File: src/rtl/yiquan_sprite_pkg.sv
// Shared constants and types for the yiquan sprite fetch path.
// Sprite geometry, frame count, transparent palette index and attack FSM states.
package yiquan_sprite_pkg;

   localparam int SPRITE_W    = 20;
   localparam int SPRITE_H    = 30;
   localparam int NUM_FRAMES  = 4;
   localparam int FRAME_HOLD  = 6;
   localparam int FRAME_WORDS = SPRITE_W * SPRITE_H;

   localparam logic [4:0] TRANSPARENT_IDX = 5'h00;

   typedef enum logic [1:0] {
      IDLE,
      ATTACK,
      DONE
   } attack_state_t;

endpackage

File: src/rtl/frame_tick_sync.sv
// Two-flop synchroniser for a slow frame clock plus rising-edge pulse.
// Ports: clk, reset (sync, active-high), sig_in (async level), tick (1-cycle pulse).
module frame_tick_sync (
   input  logic clk,
   input  logic reset,
   input  logic sig_in,
   output logic tick
);

   logic sync1_q, sync1_d;
   logic sync2_q, sync2_d;
   logic prev_q,  prev_d;

   always_comb begin
      sync1_d = sig_in;
      sync2_d = sync1_q;
      prev_d  = sync2_q;
   end

   always_ff @(posedge clk) begin
      if (reset) begin
         sync1_q <= 1'b0;
         sync2_q <= 1'b0;
         prev_q  <= 1'b0;
      end else begin
         sync1_q <= sync1_d;
         sync2_q <= sync2_d;
         prev_q  <= prev_d;
      end
   end

   assign tick = sync2_q & ~prev_q;

endmodule

File: src/rtl/yiquan_attack_sprite_fetch.sv
// Address generation and pixel qualify for the yiquan attack-left sprite ROM.
// Ports: Clk, Reset (sync, active-high), frame_clk, DrawX/DrawY, PosX/PosY,
//   attack_start, rom_data in; rom_address, pixel_on, pixel_index,
//   attack_busy, attack_done out. `YIQUAN_SPRITE_MIRROR_EN adds facing_right.
module yiquan_attack_sprite_fetch
   import yiquan_sprite_pkg::*;
#(
   parameter int HOLD = FRAME_HOLD
) (
   input  logic        Clk,
   input  logic        Reset,
   input  logic        frame_clk,
   input  logic [9:0]  DrawX,
   input  logic [9:0]  DrawY,
   input  logic [9:0]  PosX,
   input  logic [9:0]  PosY,
   input  logic        attack_start,
`ifdef YIQUAN_SPRITE_MIRROR_EN
   input  logic        facing_right,
`endif
   input  logic [4:0]  rom_data,
   output logic [18:0] rom_address,
   output logic        pixel_on,
   output logic [4:0]  pixel_index,
   output logic        attack_busy,
   output logic        attack_done
);

   localparam int FR_W   = (NUM_FRAMES > 1) ? $clog2(NUM_FRAMES) : 1;
   localparam int HOLD_W = (HOLD > 1) ? $clog2(HOLD) : 1;

   localparam logic [FR_W-1:0]   LAST_FRAME = FR_W'(NUM_FRAMES - 1);
   localparam logic [HOLD_W-1:0] LAST_HOLD  = HOLD_W'(HOLD - 1);

   attack_state_t     state_q, state_d;
   logic [FR_W-1:0]   frame_q, frame_d;
   logic [HOLD_W-1:0] hold_q,  hold_d;
   logic              in_box_d1_q, in_box_d1_d;

   logic tick;

   frame_tick_sync u_tick (
      .clk    (Clk),
      .reset  (Reset),
      .sig_in (frame_clk),
      .tick   (tick)
   );

   // Attack sequencer; a tick coincident with attack_start in IDLE is
   // dropped because IDLE forces hold to zero on entry.
   always_comb begin
      state_d = state_q;
      frame_d = frame_q;
      hold_d  = hold_q;
      unique case (state_q)
         IDLE: begin
            frame_d = '0;
            hold_d  = '0;
            if (attack_start) state_d = ATTACK;
         end
         ATTACK: begin
            if (tick) begin
               if (hold_q == LAST_HOLD) begin
                  hold_d = '0;
                  if (frame_q == LAST_FRAME) state_d = DONE;
                  else frame_d = frame_q + 1'b1;
               end else begin
                  hold_d = hold_q + 1'b1;
               end
            end
         end
         DONE: begin
            state_d = IDLE;
            frame_d = '0;
            hold_d  = '0;
         end
         default: begin
            state_d = IDLE;
            frame_d = '0;
            hold_d  = '0;
         end
      endcase
   end

   // Beam-relative offsets at 11 bits so PosX+SPRITE_W never wraps.
   logic        [10:0] x_ext, y_ext, px_ext, py_ext;
   logic signed [10:0] dx, dy;
   logic               in_box;
   logic        [18:0] col_w, row_w, base_w, addr_w;

   always_comb begin
      x_ext  = {1'b0, DrawX};
      y_ext  = {1'b0, DrawY};
      px_ext = {1'b0, PosX};
      py_ext = {1'b0, PosY};
      dx     = x_ext - px_ext;
      dy     = y_ext - py_ext;
      in_box = (x_ext >= px_ext) & (x_ext < px_ext + 11'(SPRITE_W))
             & (y_ext >= py_ext) & (y_ext < py_ext + 11'(SPRITE_H));
      col_w  = {8'd0, dx};
`ifdef YIQUAN_SPRITE_MIRROR_EN
      // One left-facing ROM serves both directions by reversing columns.
      if (facing_right) col_w = 19'(SPRITE_W - 1) - {8'd0, dx};
`endif
      row_w  = {8'd0, dy} * 19'(SPRITE_W);
      base_w = 19'(frame_q) * 19'(FRAME_WORDS);
      addr_w = base_w + row_w + col_w;
      in_box_d1_d = in_box;
   end

   always_ff @(posedge Clk) begin
      if (Reset) begin
         state_q     <= IDLE;
         frame_q     <= '0;
         hold_q      <= '0;
         in_box_d1_q <= 1'b0;
      end else begin
         state_q     <= state_d;
         frame_q     <= frame_d;
         hold_q      <= hold_d;
         in_box_d1_q <= in_box_d1_d;
      end
   end

   assign rom_address = (in_box & ~Reset) ? addr_w : '0;
   assign pixel_on    = in_box_d1_q & (rom_data != TRANSPARENT_IDX);
   assign pixel_index = in_box_d1_q ? rom_data : 5'd0;
   assign attack_busy = (state_q == ATTACK);
   assign attack_done = (state_q == DONE);

endmodule
File: config.mk
export PLATFORM = sky130hd
export DESIGN_NAME = yiquan_attack_sprite_fetch
export DESIGN_NICKNAME = d
export VERILOG_FILES = /design/src/rtl/yiquan_sprite_pkg.sv /design/src/rtl/frame_tick_sync.sv /design/src/rtl/yiquan_attack_sprite_fetch.sv
export SDC_FILE = /design/constraint.sdc
export NUM_CORES = 1
export LEC_CHECK = 0
export BUFFER_PORTS_ARGS = -buffer_cell sky130_fd_sc_hd__buf_4
export CAP_MARGIN = 20
export CORE_UTILIZATION = 32
export DETAILED_ROUTE_END_ITERATION = 10
export GPL_ROUTABILITY_DRIVEN = 0
export GPL_TIMING_DRIVEN = 0
export MAX_ROUTING_LAYER = met4
export SYNTH_ARGS = -nofsm -noshare
export SYNTH_HDL_FRONTEND = slang
export SYNTH_SLANG_ARGS = --single-unit
File: constraint.sdc
create_clock -name Clk -period 9.3 [get_ports Clk]
set_input_delay 1.86 -clock Clk [delete_from_list [all_inputs] [get_ports Clk]]
set_output_delay 1.86 -clock Clk [all_outputs]
set_load 0.01 [all_outputs]
* Yosys cells after proc, flatten, opt, wreduce, memory -nomap -nowiden
Cells that the tools add are included.
** Storage, ports and cells
- Bits in registers :: 11
- Input port bits :: 49
** Cells by class
- Bitwise logic cells :: 10
- Mux-type cells :: 8
- $add $sub $neg :: 8
- Eq/ne operators :: 8
- Multiply operators :: 2
- Reductions and logical operators :: 5
- $lt $le $gt $ge :: 4
** Operators with widths (number)
- adder 10 x 5 -> 11 bit, second input constant :: 2
- < comparator 10 x 11 -> 1 bit :: 2
- subtractor 10 x 10 -> 11 bit :: 2
- >= comparator 10 bit :: 2
- adder 17 x 11 -> 18 bit :: 1
- 2-to-1 mux 18 bit :: 1
- adder 12 x 16 -> 17 bit :: 1
- multiplier 11 x 3 -> 14 bit, second input constant :: 1
- multiplier 2 x 7 -> 9 bit, second input constant :: 1
- 2-to-1 mux 2 bit :: 4
- bitwise AND 1 bit :: 6
- inequality test 2 x 1 -> 1 bit, second input constant :: 3
- 2-to-1 mux 5 bit :: 1
- nonzero test 5 bit :: 1
- equality test 2 bit, second input constant :: 2
- inverter 1 bit :: 4
- case mux 2 bit (2 select lines) :: 1
- AND reduction 4 bit :: 1
- adder 3 x 1 -> 3 bit, second input constant :: 1
- equality test 3 bit, second input constant :: 1
- 2-to-1 mux 3 bit :: 1
- AND reduction 3 bit :: 1
- adder 2 x 1 -> 2 bit, second input constant :: 1
- equality test 2 x 1 -> 1 bit, second input constant :: 1
- 3 further kinds :: 3

* Logic depth before layout (Yosys ltp)
Gate-level depths: netlist of run 1.
- Depth in word-level cells :: 7
- Depth in mapped cells :: 25
- Mapped depth without buffers :: 25

* Cells and area by module
From an unflattened synthesis of run 1, not the netlist that was laid out.
** Second synthesis, totals
- Cell total of the unflattened synthesis :: 408
- Area, all modules :: 3326.9 µm²
** Modules (own cells, without submodules)
- yiquan_attack_sprite_fetch :: cells an instance 401, seq. area each 160.2 µm², area an instance 3239.4 µm², times used 1
- frame_tick_sync :: cells an instance 7, seq. area each 60.1 µm², area an instance 87.6 µm², times used 1

* Worst setup path after synthesis of run 1
OpenSTA, ideal clock, no wires.
- Kind :: input-to-output
- From :: input PosY[1]
- To :: output rom_address[15]
- Cell stages on the path :: 25
- Required time :: 7.440 ns
- Setup slack :: 1.157 ns
- Arrival time :: 6.283 ns
- Buffers on the path :: 0
- Cells stage by stage :: inv_1 > ha_1 > nor2b_1 > o21ai_0 > a21boi_1 > o21a_1 > nor2_1 > xnor2_1 > ha_1 > ha_1 > a21oi_1 > nand2_1 > a21o_1 > a21oi_1 > xor2_1 > fa_1 > inv_1 > ha_1 > o21ai_0 > nor2_1 > a21o_1 > a21oi_1 > nor3_1 > a21oi_1 > nor4_1
** On the way
- Cells in the longest elaborated chain, start to end :: 5
- Elaborated cells on any way between the ends :: 11
** Ends and longest elaborated chain
- start: declaration :: RTL line yiquan_attack_sprite_fetch.sv:16 : input logic [9:0] PosY,
- subtractor 10 x 10 -> 11 bit, or another cell as far along :: RTL line yiquan_attack_sprite_fetch.sv:97 : dy = y_ext - py_ext;
- multiplier 11 x 3 -> 14 bit, or another cell as far along :: RTL line yiquan_attack_sprite_fetch.sv:105 : row_w = {8'd0, dy} * 19'(SPRITE_W);
- adder 12 x 16 -> 17 bit / bitwise AND 1 bit (equally long branches) :: RTL line yiquan_attack_sprite_fetch.sv:107, yiquan_attack_sprite_fetch.sv:99
- adder 17 x 11 -> 18 bit / bitwise AND 1 bit (equally long branches) :: RTL line yiquan_attack_sprite_fetch.sv:107, yiquan_attack_sprite_fetch.sv:125
- 2-to-1 mux 18 bit * :: RTL line yiquan_attack_sprite_fetch.sv:125 : assign rom_address = (in_box & ~Reset) ? addr_w : '0;
- end: declaration :: RTL line yiquan_attack_sprite_fetch.sv:22 : output logic [18:0] rom_address,
Mark *: on every way between the ends. The rest lies on a longest branch, timed or not.

* Worst setup path in the final report of run 1
Same ends and word-level chain as after synthesis.

==> results of run 1 <==
-- registers in the layout, indices dropped and copies added (netlist names) --
| register | cells |
|---|---|
| u_tick.prev_d | 1 |
| in_box_d1_q | 1 |
| hold_q | 3 |
| u_tick.prev_q | 1 |
| state_q | 2 |
| u_tick.sync1_q | 1 |
| frame_q | 2 |
-- stage by stage --
stage                     power (uW)  hold slack [ns]  instance area [um2]
after floorplan                  577            0.414                 3270
after global placement           700            0.419                 3980
after detailed placement         709            0.433                 3980
after CTS                        762            0.445                 4020
after global routing             855            0.455                 4020
final                            762            0.443                 4020
-- cell usage in the layout (no fill, tap or decap), types with 3 or more instances in the layout --
cell | netlist | final
nand4_1 | 6 | 6
nor4_1 | 4 | 4
nand2_1 | 16 | 16
xor2_1 | 17 | 17
nor3_1 | 23 | 23
a211oi_1 | 4 | 4
o21a_1 | 9 | 9
nand3_1 | 7 | 7
inv_1 | 40 | 40
fa_1 | 12 | 12
and2_1 | 6 | 6
and3_1 | 3 | 3
ha_1 | 68 | 68
o21ai_0 | 21 | 21
nor2_1 | 32 | 32
a21oi_1 | 34 | 34
conb_1 | 1 | 3
dfxtp_1 | 11 | 11
nor3b_1 | 3 | 3
a21o_1 | 10 | 10
buf_4 | 3 | 75
clkbuf_8 | 0 | 3
xnor2_1 | 31 | 31
o21bai_1 | 4 | 4
nor2b_1 | 12 | 12
-- cell families (layout without fill, tap and decap cells) --
logic type / Yosys count / after routing / synth area share [%]
compound gates: 103 / 103 / 20.7
xor+xnor: 48 / 48 / 12.9
fa+ha+maj: 80 / 80 / 33.4
buf+inv: 47 / 123 / 6.36
flops: 11 / 11 / 6.75
mux: 1 / 1 / 0.307
other cells: 1 / 3 / 0.115
simple gates: 124 / 124 / 19.4
-- cell type report --
| cell class | count | area (um2) | share of cell area (%) |
|---|---|---|---|
| multi-input cells | 359 | 2840 | 70.7 |
| repair buffers | 72 | 541 | 13.4 |
| flip-flops and latches | 11 | 220 | 5.47 |
| well taps | 133 | 166 | 4.14 |
| inverters | 40 | 150 | 3.73 |
| plain buffers | 7 | 57.6 | 1.43 |
| clock buffers | 4 | 45.0 | 1.12 |
-- report_power, final --
| group | switching (uW) | total [uW] | leakage, uW | internal (uW) |
|---|---|---|---|---|
| Combinational | 366 | 667 | 0.00185 | 301 |
| Clock | 15.6 | 45.5 | 0.0000228 | 29.9 |
| Sequential | 0.736 | 49.2 | 0.0000895 | 48.4 |
| Total | 382 | 762 | 0.00196 | 380 |
-- metal layers --
layer  vias up  track usage, %  wire length (um)
met5         -               -                 0
li1       1628               -                 -
met1      1378            19.2              3660
met2        70            23.7              3300
met3         6            1.56               334
met4         0            1.52                43
-- worst max-delay path by stage --
stage | startpoint | endpoint | cells past startpoint
after floorplan | PosY[1] | rom_address[15] | 25
after detailed placement | PosY[1] | rom_address[15] | 27
after global placement | PosY[1] | rom_address[15] | 27
final | PosY[1] | rom_address[15] | 27
after CTS | PosY[1] | rom_address[15] | 27
after global routing | PosY[1] | rom_address[13] | 22
==> impl_metrics.env, run 1 <==
export IMPL_status="completed"
export IMPL_clock_sinks=11
export IMPL_drive_gt1_share_pct=18.1
export IMPL_die_area_mm2=0.0106
export IMPL_areaGrowthSynthToFinish_pct=23.3
export IMPL_antenna_cells=0
export IMPL_initial_core_util_pct=33.2
export IMPL_reg2reg_from="u_tick.prev_d"
export IMPL_synth_most_common_cell="ha_1"
export IMPL_critPathBufInv=4
export IMPL_drv_slew=0
export IMPL_die_y_um=103
export IMPL_fmax_ghz=0.114
export IMPL_maxCapViolCount=0
export IMPL_nets=623
export IMPL_antenna_left=0
export IMPL_finalClockSkew_ns=0.00291
export IMPL_min_path_type="reg2reg"
export IMPL_port_buffers=72
export IMPL_synth_main_ff_cell="dfxtp_1"
export IMPL_postCtsHoldBufs=0
export IMPL_grt_pass1_wl_um=12000
export IMPL_ys_ff_latch=11
export IMPL_layout_setup_ws_ns=0.553
export IMPL_setup_tns_ns=0
export IMPL_yosysTopAreaCell="ha_1"
export IMPL_drt_pass1_iter_count=4
export IMPL_vias=3082
export IMPL_r2r_end="frame_q[1]"
export IMPL_h_tree_depth=1
export IMPL_p_leak_uw=0.00196
export IMPL_synth_cell_type_count=55
export IMPL_whs_path_depth=1
export IMPL_cts_resized=0
export IMPL_setup_violations=0
export IMPL_io_pin_count=76
export IMPL_crit_arrival_ns=6.89
export IMPL_min_period_ns=8.75
export IMPL_critPathMaxFanout=5
export IMPL_cts_setup_buffers=0
export IMPL_tritoncts="done"
export IMPL_rows=36
export IMPL_async_flop_share_pct=0
export IMPL_ff2ff_path_depth=7
export IMPL_grt_max_degree=11
export IMPL_routed_wl_um=7340
export IMPL_cpMaxStageDelayCell="fa_1"
export IMPL_finalHoldViolCount=0
export IMPL_synth_edf_count=0
export IMPL_grt_usage_pct=14.3
export IMPL_synth_common_cells="ha_1 (68), inv_1 (40), a21oi_1 (34)"
export IMPL_syn_area_per_cell_um2=7.87
export IMPL_pre_cts_slack_ns=0.522
export IMPL_vias_per_cell=4.92
export IMPL_cts_root_buffer="clkbuf_8"
export IMPL_instances_no_fill=626
export IMPL_ir_drop_mv=0.106
export IMPL_grt_overflow=0
export IMPL_cts_buffer_depth=2
export IMPL_seq_area_frac_synth_pct=6.75
export IMPL_setup_worst_path_end_class="primary output"
export IMPL_dp_hpwl_um=6520
export IMPL_yosysWarnings=0
export IMPL_grt_pass1_vias=2778
export IMPL_max_stage_delay_ns=0.48
export IMPL_hold_end="u_tick.prev_d"
export IMPL_dp_cells=622
export IMPL_rsz0062_at_grt="false"
export IMPL_min_period_over_period_pct=94.1
export IMPL_clk_pin_slew_ns=0.05
export IMPL_drc=0
export IMPL_synth_area_mm2=0.00326
export IMPL_synth_area_top_cells="ha_1 (26%), xnor2_1 (8.3%), fa_1 (7.4%)"
export IMPL_cts_buffers=3
export IMPL_hold_start="u_tick.sync1_q"
export IMPL_drt_iter0_markers=160
export IMPL_fill_cells=1040
export IMPL_fp_coreArea_mm2=0.00982
export IMPL_detail_route_wl_per_cell_um=11.7
export IMPL_syn_inst=415
export IMPL_clock_latency_ns=0.23
export IMPL_critPathLaunchType="input pin"
export IMPL_rrSetupSlack_ns=7.90
export IMPL_netlist_area_leader_share_pct=26.1
export IMPL_die_w_um=103
export IMPL_power_density_mw_per_mm2=189
export IMPL_cpLargestDelayFamily="adder cells"
export IMPL_postLayoutCoreUtil_pct=41.0
export IMPL_criticalPathCategory="in2out"
export IMPL_required_ns=7.44
export IMPL_antenna_found_initial=0
Note: power is estimated with default switching activity, not from simulation.
==> run 2, diff against run 1 <==
- CORE_UTILIZATION: 32 -> 56
- PLACE_DENSITY: unset -> 0.83
==> impl_metrics.env, run 2 (synthesis results as in run 1) <==
export IMPL_final_common_cell="buf_4"
export IMPL_finalHoldViolCount=0
export IMPL_die_area_mm2=0.00614
export IMPL_fp_coreArea_mm2=0.00557
export IMPL_required_ns=7.44
export IMPL_antenna_left=0
export IMPL_setup_tns_ns=0
export IMPL_rows=27
export IMPL_initial_core_util_pct=58.6
export IMPL_drt_iter0_markers=114
export IMPL_pwr_share_comb_pct=87.4
export IMPL_cts_buffers=3
export IMPL_worstMarginPinSlew_ns=0.506
export IMPL_grt_pass1_wl_um=12300
export IMPL_areaGrowthSynthToFinish_pct=20.9
export IMPL_routed_wl_um=7400
export IMPL_swShare_pct=49.8
export IMPL_p_leak_uw=0.00196
export IMPL_criticalPathCategory="in2out"
export IMPL_min_period_ns=8.78
export IMPL_die_w_um=78.4
export IMPL_largest_register_ffs=3
export IMPL_p_total_uw=759
export IMPL_top_regs="hold_q (3), frame_q (2), state_q (2)"
export IMPL_tritoncts="done"
export IMPL_vias_per_cell=5.54
export IMPL_rrSetupSlack_ns=7.84
export IMPL_critPathLaunchType="input pin"
export IMPL_grt_pass1_vias=2983
export IMPL_mostFrequentLayoutCells="buf_4 (75), ha_1 (68), inv_1 (40)"
export IMPL_die_y_um=78.4
export IMPL_maxCapViolCount=0
export IMPL_power_frac_clock_pct=6.1
export IMPL_rsz0062_at_grt="false"
export IMPL_power_density_mw_per_mm2=192
export IMPL_switching_power_uw=378
export IMPL_crit_arrival_ns=6.92
export IMPL_cts_root_buffer="clkbuf_8"
export IMPL_clock_sinks=11
export IMPL_cts_resized=0
export IMPL_antenna_cells=0
export IMPL_antenna_found_initial=0
export IMPL_clk_pin_slew_ns=0.05
export IMPL_io_pin_count=76
export IMPL_drive_gt1_share_pct=18.1
export IMPL_detail_route_wl_per_cell_um=13.1
export IMPL_drc=0
export IMPL_cts_setup_buffers=0
export IMPL_vias=3131
export IMPL_grt_overflow=0
export IMPL_status="completed"
export IMPL_min_period_over_period_pct=94.4
export IMPL_setup_violations=0
export IMPL_seq_power_share_pct=6.5
export IMPL_slew_headroom_pct=65.9
export IMPL_p_int_uw=381
export IMPL_drv_slew=0
export IMPL_nets=623
export IMPL_setup_worst_path_end_class="primary output"
export IMPL_drt_pass1_iter_count=4
export IMPL_finalClockSkew_ns=0.00107
export IMPL_h_tree_depth=1
export IMPL_fmax_ghz=0.114
export IMPL_min_path_type="reg2reg"
export IMPL_grt_max_degree=11
export IMPL_dp_hpwl_um=6550
export IMPL_hold_worst_slack_ns=0.444
export IMPL_grt_usage_pct=24.7
export IMPL_port_buffers=72
export IMPL_ir_drop_mv=0.134
export IMPL_clock_latency_ns=0.23
export IMPL_postCtsHoldBufs=0
export IMPL_cts_buffer_depth=2
export IMPL_critPathMaxFanout=5
export IMPL_largest_register="hold_q"
run 2: worst max-delay path, cell delays in order:
cell	delay, ns
buf_4	0.12
inv_1	0.15
ha_1	0.28
nor2b_1	0.13
o21ai_0	0.23
a21boi_1	0.16
o21a_1	0.19
nor2_1	0.11
xnor2_1	0.18
ha_1	0.28
ha_1	0.37
a21oi_1	0.22
nand2_1	0.12
a21o_1	0.20
a21oi_1	0.19
xor2_1	0.10
fa_1	0.48
inv_1	0.04
ha_1	0.30
o21ai_0	0.11
nor2_1	0.10
a21o_1	0.15
a21oi_1	0.09
nor3_1	0.26
a21oi_1	0.10
nor4_1	0.23
buf_4	0.17
run 2: final timing paths:
| kind | cells after the start | startpoint | endpoint |
|---|---|---|---|
| setup / recovery | 27 | PosY[1] | rom_address[15] |
| hold / removal | 1 | u_tick.sync1_q | u_tick.prev_d |
| setup reg to reg | 7 | u_tick.prev_d | frame_q[1] |
| hold reg to reg | 1 | u_tick.sync1_q | u_tick.prev_d |
run 2: metrics by stage:
step | utilization (%) | area (um2) | worst slack (ns) | cells
3_3_place_gp | 70.0 | 3900 | 0.722 | 561
6_report | 70.8 | 3950 | 0.517 | 565
5_1_grt | 70.8 | 3950 | 0.155 | 565
2_1_floorplan | - | 3270 | 1.16 | 417
3_5_place_dp | 70.0 | 3900 | 0.586 | 561
4_1_cts | 70.8 | 3950 | 0.552 | 565
run 2: layer usage:
| metal | routed length, um | GRT usage, % | share of wire, % | vias up |
|---|---|---|---|---|
| met5 | 0 | - | 0 | - |
| met4 | 12 | 1.85 | 0.16 | 0 |
| met3 | 208 | 1.28 | 2.8 | 2 |
| met2 | 3860 | 47.5 | 52 | 62 |
| met1 | 3320 | 29.3 | 45 | 1441 |
| li1 | - | - | - | 1626 |
run 2: power groups by stage:
stage	Clock [uW]	Sequential, uW	Combinational (uW)
after floorplan	0	49.9	527
after global placement	0	50.0	636
after detailed placement	0	50.1	655
after CTS	48.0	49.2	661
after global routing	50.9	49.2	743
final	46.6	49.2	663
run 2: cell type report:
cell class	instances	area [um2]
inverters	40	150
repair buffers	72	541
multi-input cells	359	2840
well taps	72	90.1
flip-flops and latches	11	220
clock buffers	4	45.0
fillers	494	1630
plain buffers	7	57.6
==> run 3, diff against run 2 <==
- CAP_MARGIN: 20 -> unset
- PLACE_DENSITY: 0.83 -> unset
- PLACE_DENSITY_LB_ADDON: unset -> 0.1
==> impl_metrics.env, run 3 (synthesis results as in run 1) <==
export IMPL_status="completed"
export IMPL_critPathLaunchType="input pin"
export IMPL_grt_pass1_vias=2834
export IMPL_ff2ff_path_depth=7
export IMPL_power_density_mw_per_mm2=191
export IMPL_grt_usage_pct=23.7
export IMPL_io_pin_count=76
export IMPL_top_regs="hold_q (3), frame_q (2), state_q (2)"
export IMPL_cts_setup_buffers=0
export IMPL_detail_route_wl_per_cell_um=12.5
export IMPL_maxCapViolCount=0
export IMPL_r2r_end="frame_q[1]"
export IMPL_drv_slew=0
export IMPL_placed_cell_area_mm2=0.00390
export IMPL_whs_path_depth=1
export IMPL_fill_cells=522
export IMPL_min_path_type="reg2reg"
export IMPL_cts_buffer_depth=2
export IMPL_rrSetupSlack_ns=7.89
export IMPL_regArea_um2=220
export IMPL_fp_coreArea_mm2=0.00557
export IMPL_ir_drop_mv=0.138
export IMPL_hold_start="u_tick.sync1_q"
export IMPL_grt_overflow=0
export IMPL_slew_headroom_pct=66.8
export IMPL_grt_max_degree=11
export IMPL_clock_sinks=11
export IMPL_die_w_um=78.4
export IMPL_setup_worst_path_end_class="primary output"
export IMPL_required_ns=7.44
export IMPL_setup_violations=0
export IMPL_clock_latency_ns=0.23
export IMPL_cts_resized=0
export IMPL_final_area_mm2=0.00395
export IMPL_setup_tns_ns=0
export IMPL_finalHoldViolCount=0
export IMPL_rows=27
export IMPL_mostFrequentLayoutCells="buf_4 (75), ha_1 (68), inv_1 (40)"
export IMPL_vias_per_cell=5.53
export IMPL_clk_pin_slew_ns=0.05
export IMPL_drt_iter0_markers=94
export IMPL_critPathMaxFanout=5
export IMPL_worstMarginPinSlew_ns=0.494
export IMPL_vias=3123
export IMPL_hold_end="u_tick.prev_d"
export IMPL_die_y_um=78.4
export IMPL_h_tree_depth=1
export IMPL_tritoncts="done"
export IMPL_drc=0
export IMPL_min_period_over_period_pct=93.6
export IMPL_p_leak_uw=0.00196
export IMPL_antenna_found_initial=0
export IMPL_fmax_ghz=0.115
export IMPL_cts_buffers=3
export IMPL_postCtsHoldBufs=0
export IMPL_nets=623
export IMPL_cts_root_buffer="clkbuf_8"
export IMPL_largest_register="hold_q"
export IMPL_crit_arrival_ns=6.84
export IMPL_criticalPathCategory="in2out"
export IMPL_dp_hpwl_um=6220
export IMPL_rsz0062_at_grt="false"
export IMPL_multiInputGateArea_mm2=0.00284
export IMPL_drive_gt1_share_pct=18.1
export IMPL_die_area_mm2=0.00614
export IMPL_largest_register_ffs=3
export IMPL_min_period_ns=8.70
export IMPL_grt_pass1_wl_um=12000
export IMPL_finalClockSkew_ns=0.00241
export IMPL_reg2reg_from="u_tick.prev_d"
export IMPL_areaGrowthSynthToFinish_pct=20.9
export IMPL_final_common_cell="buf_4"
export IMPL_antenna_left=0
export IMPL_port_buffers=72
export IMPL_initial_core_util_pct=58.6
export IMPL_antenna_cells=0
export IMPL_routed_wl_um=7040
export IMPL_critPathLaunch="PosY[1]"
export IMPL_drt_pass1_iter_count=4
[run 3: power breakdown]
group,total (uW),internal [uW],switching (uW)
sequential,49.2,48.4,0.761
clock,45.8,29.9,15.9
combinational,659,301,358
total,754,380,374
[run 3: worst max-delay path: stages]
cell and delay [ns]:
buf_4 0.12, inv_1 0.15, ha_1 0.28, nor2b_1 0.14, o21ai_0 0.21, a21boi_1 0.15
o21a_1 0.18, nor2_1 0.12, xnor2_1 0.17, ha_1 0.27, ha_1 0.36, a21oi_1 0.20
nand2_1 0.12, a21o_1 0.20, a21oi_1 0.17, xor2_1 0.10, fa_1 0.49, inv_1 0.04
ha_1 0.30, o21ai_0 0.11, nor2_1 0.10, a21o_1 0.14, a21oi_1 0.09, nor3_1 0.25
a21oi_1 0.10, nor4_1 0.24, buf_4 0.17
[run 3: metal layers]
| metal | up-vias | wire length (um) | track usage [%] |
|---|---|---|---|
| met5 | - | 0 | - |
| met4 | 0 | 31 | 1.67 |
| met3 | 4 | 202 | 1.74 |
| met2 | 63 | 3540 | 43.4 |
| met1 | 1426 | 3260 | 29.7 |
| li1 | 1630 | - | - |
[run 3: cell type report]
class / count / area share, %
Multi-Input combinational cell: 359 / 72.0
Timing Repair Buffer: 72 / 13.7
Sequential cell: 11 / 5.58
Inverter: 40 / 3.80
Tap cell: 72 / 2.28
Buffer: 7 / 1.46
Clock buffer: 4 / 1.14
[run 3: how the worst max path moves through the flow]
stage                                  to  slack [ns]
after floorplan           rom_address[15]        1.16
after global placement    rom_address[15]        0.74
after detailed placement  rom_address[15]        0.64
after CTS                 rom_address[15]        0.63
after global routing      rom_address[13]        0.19
final                     rom_address[15]        0.60
[run 3: per-stage QoR]
step / hold WS (ns) / setup slack [ns] / utilization, % / std cells / total power, uW
finish: 0.440 / 0.595 / 70.8 / 565 / 754
global route: 0.466 / 0.186 / 70.8 / 565 / 852
CTS: 0.443 / 0.628 / 70.8 / 565 / 753
detailed placement: 0.429 / 0.645 / 70.0 / 561 / 702
global placement: 0.422 / 0.736 / 70.0 / 561 / 687
floorplan: 0.414 / 1.16 / - / 417 / 577
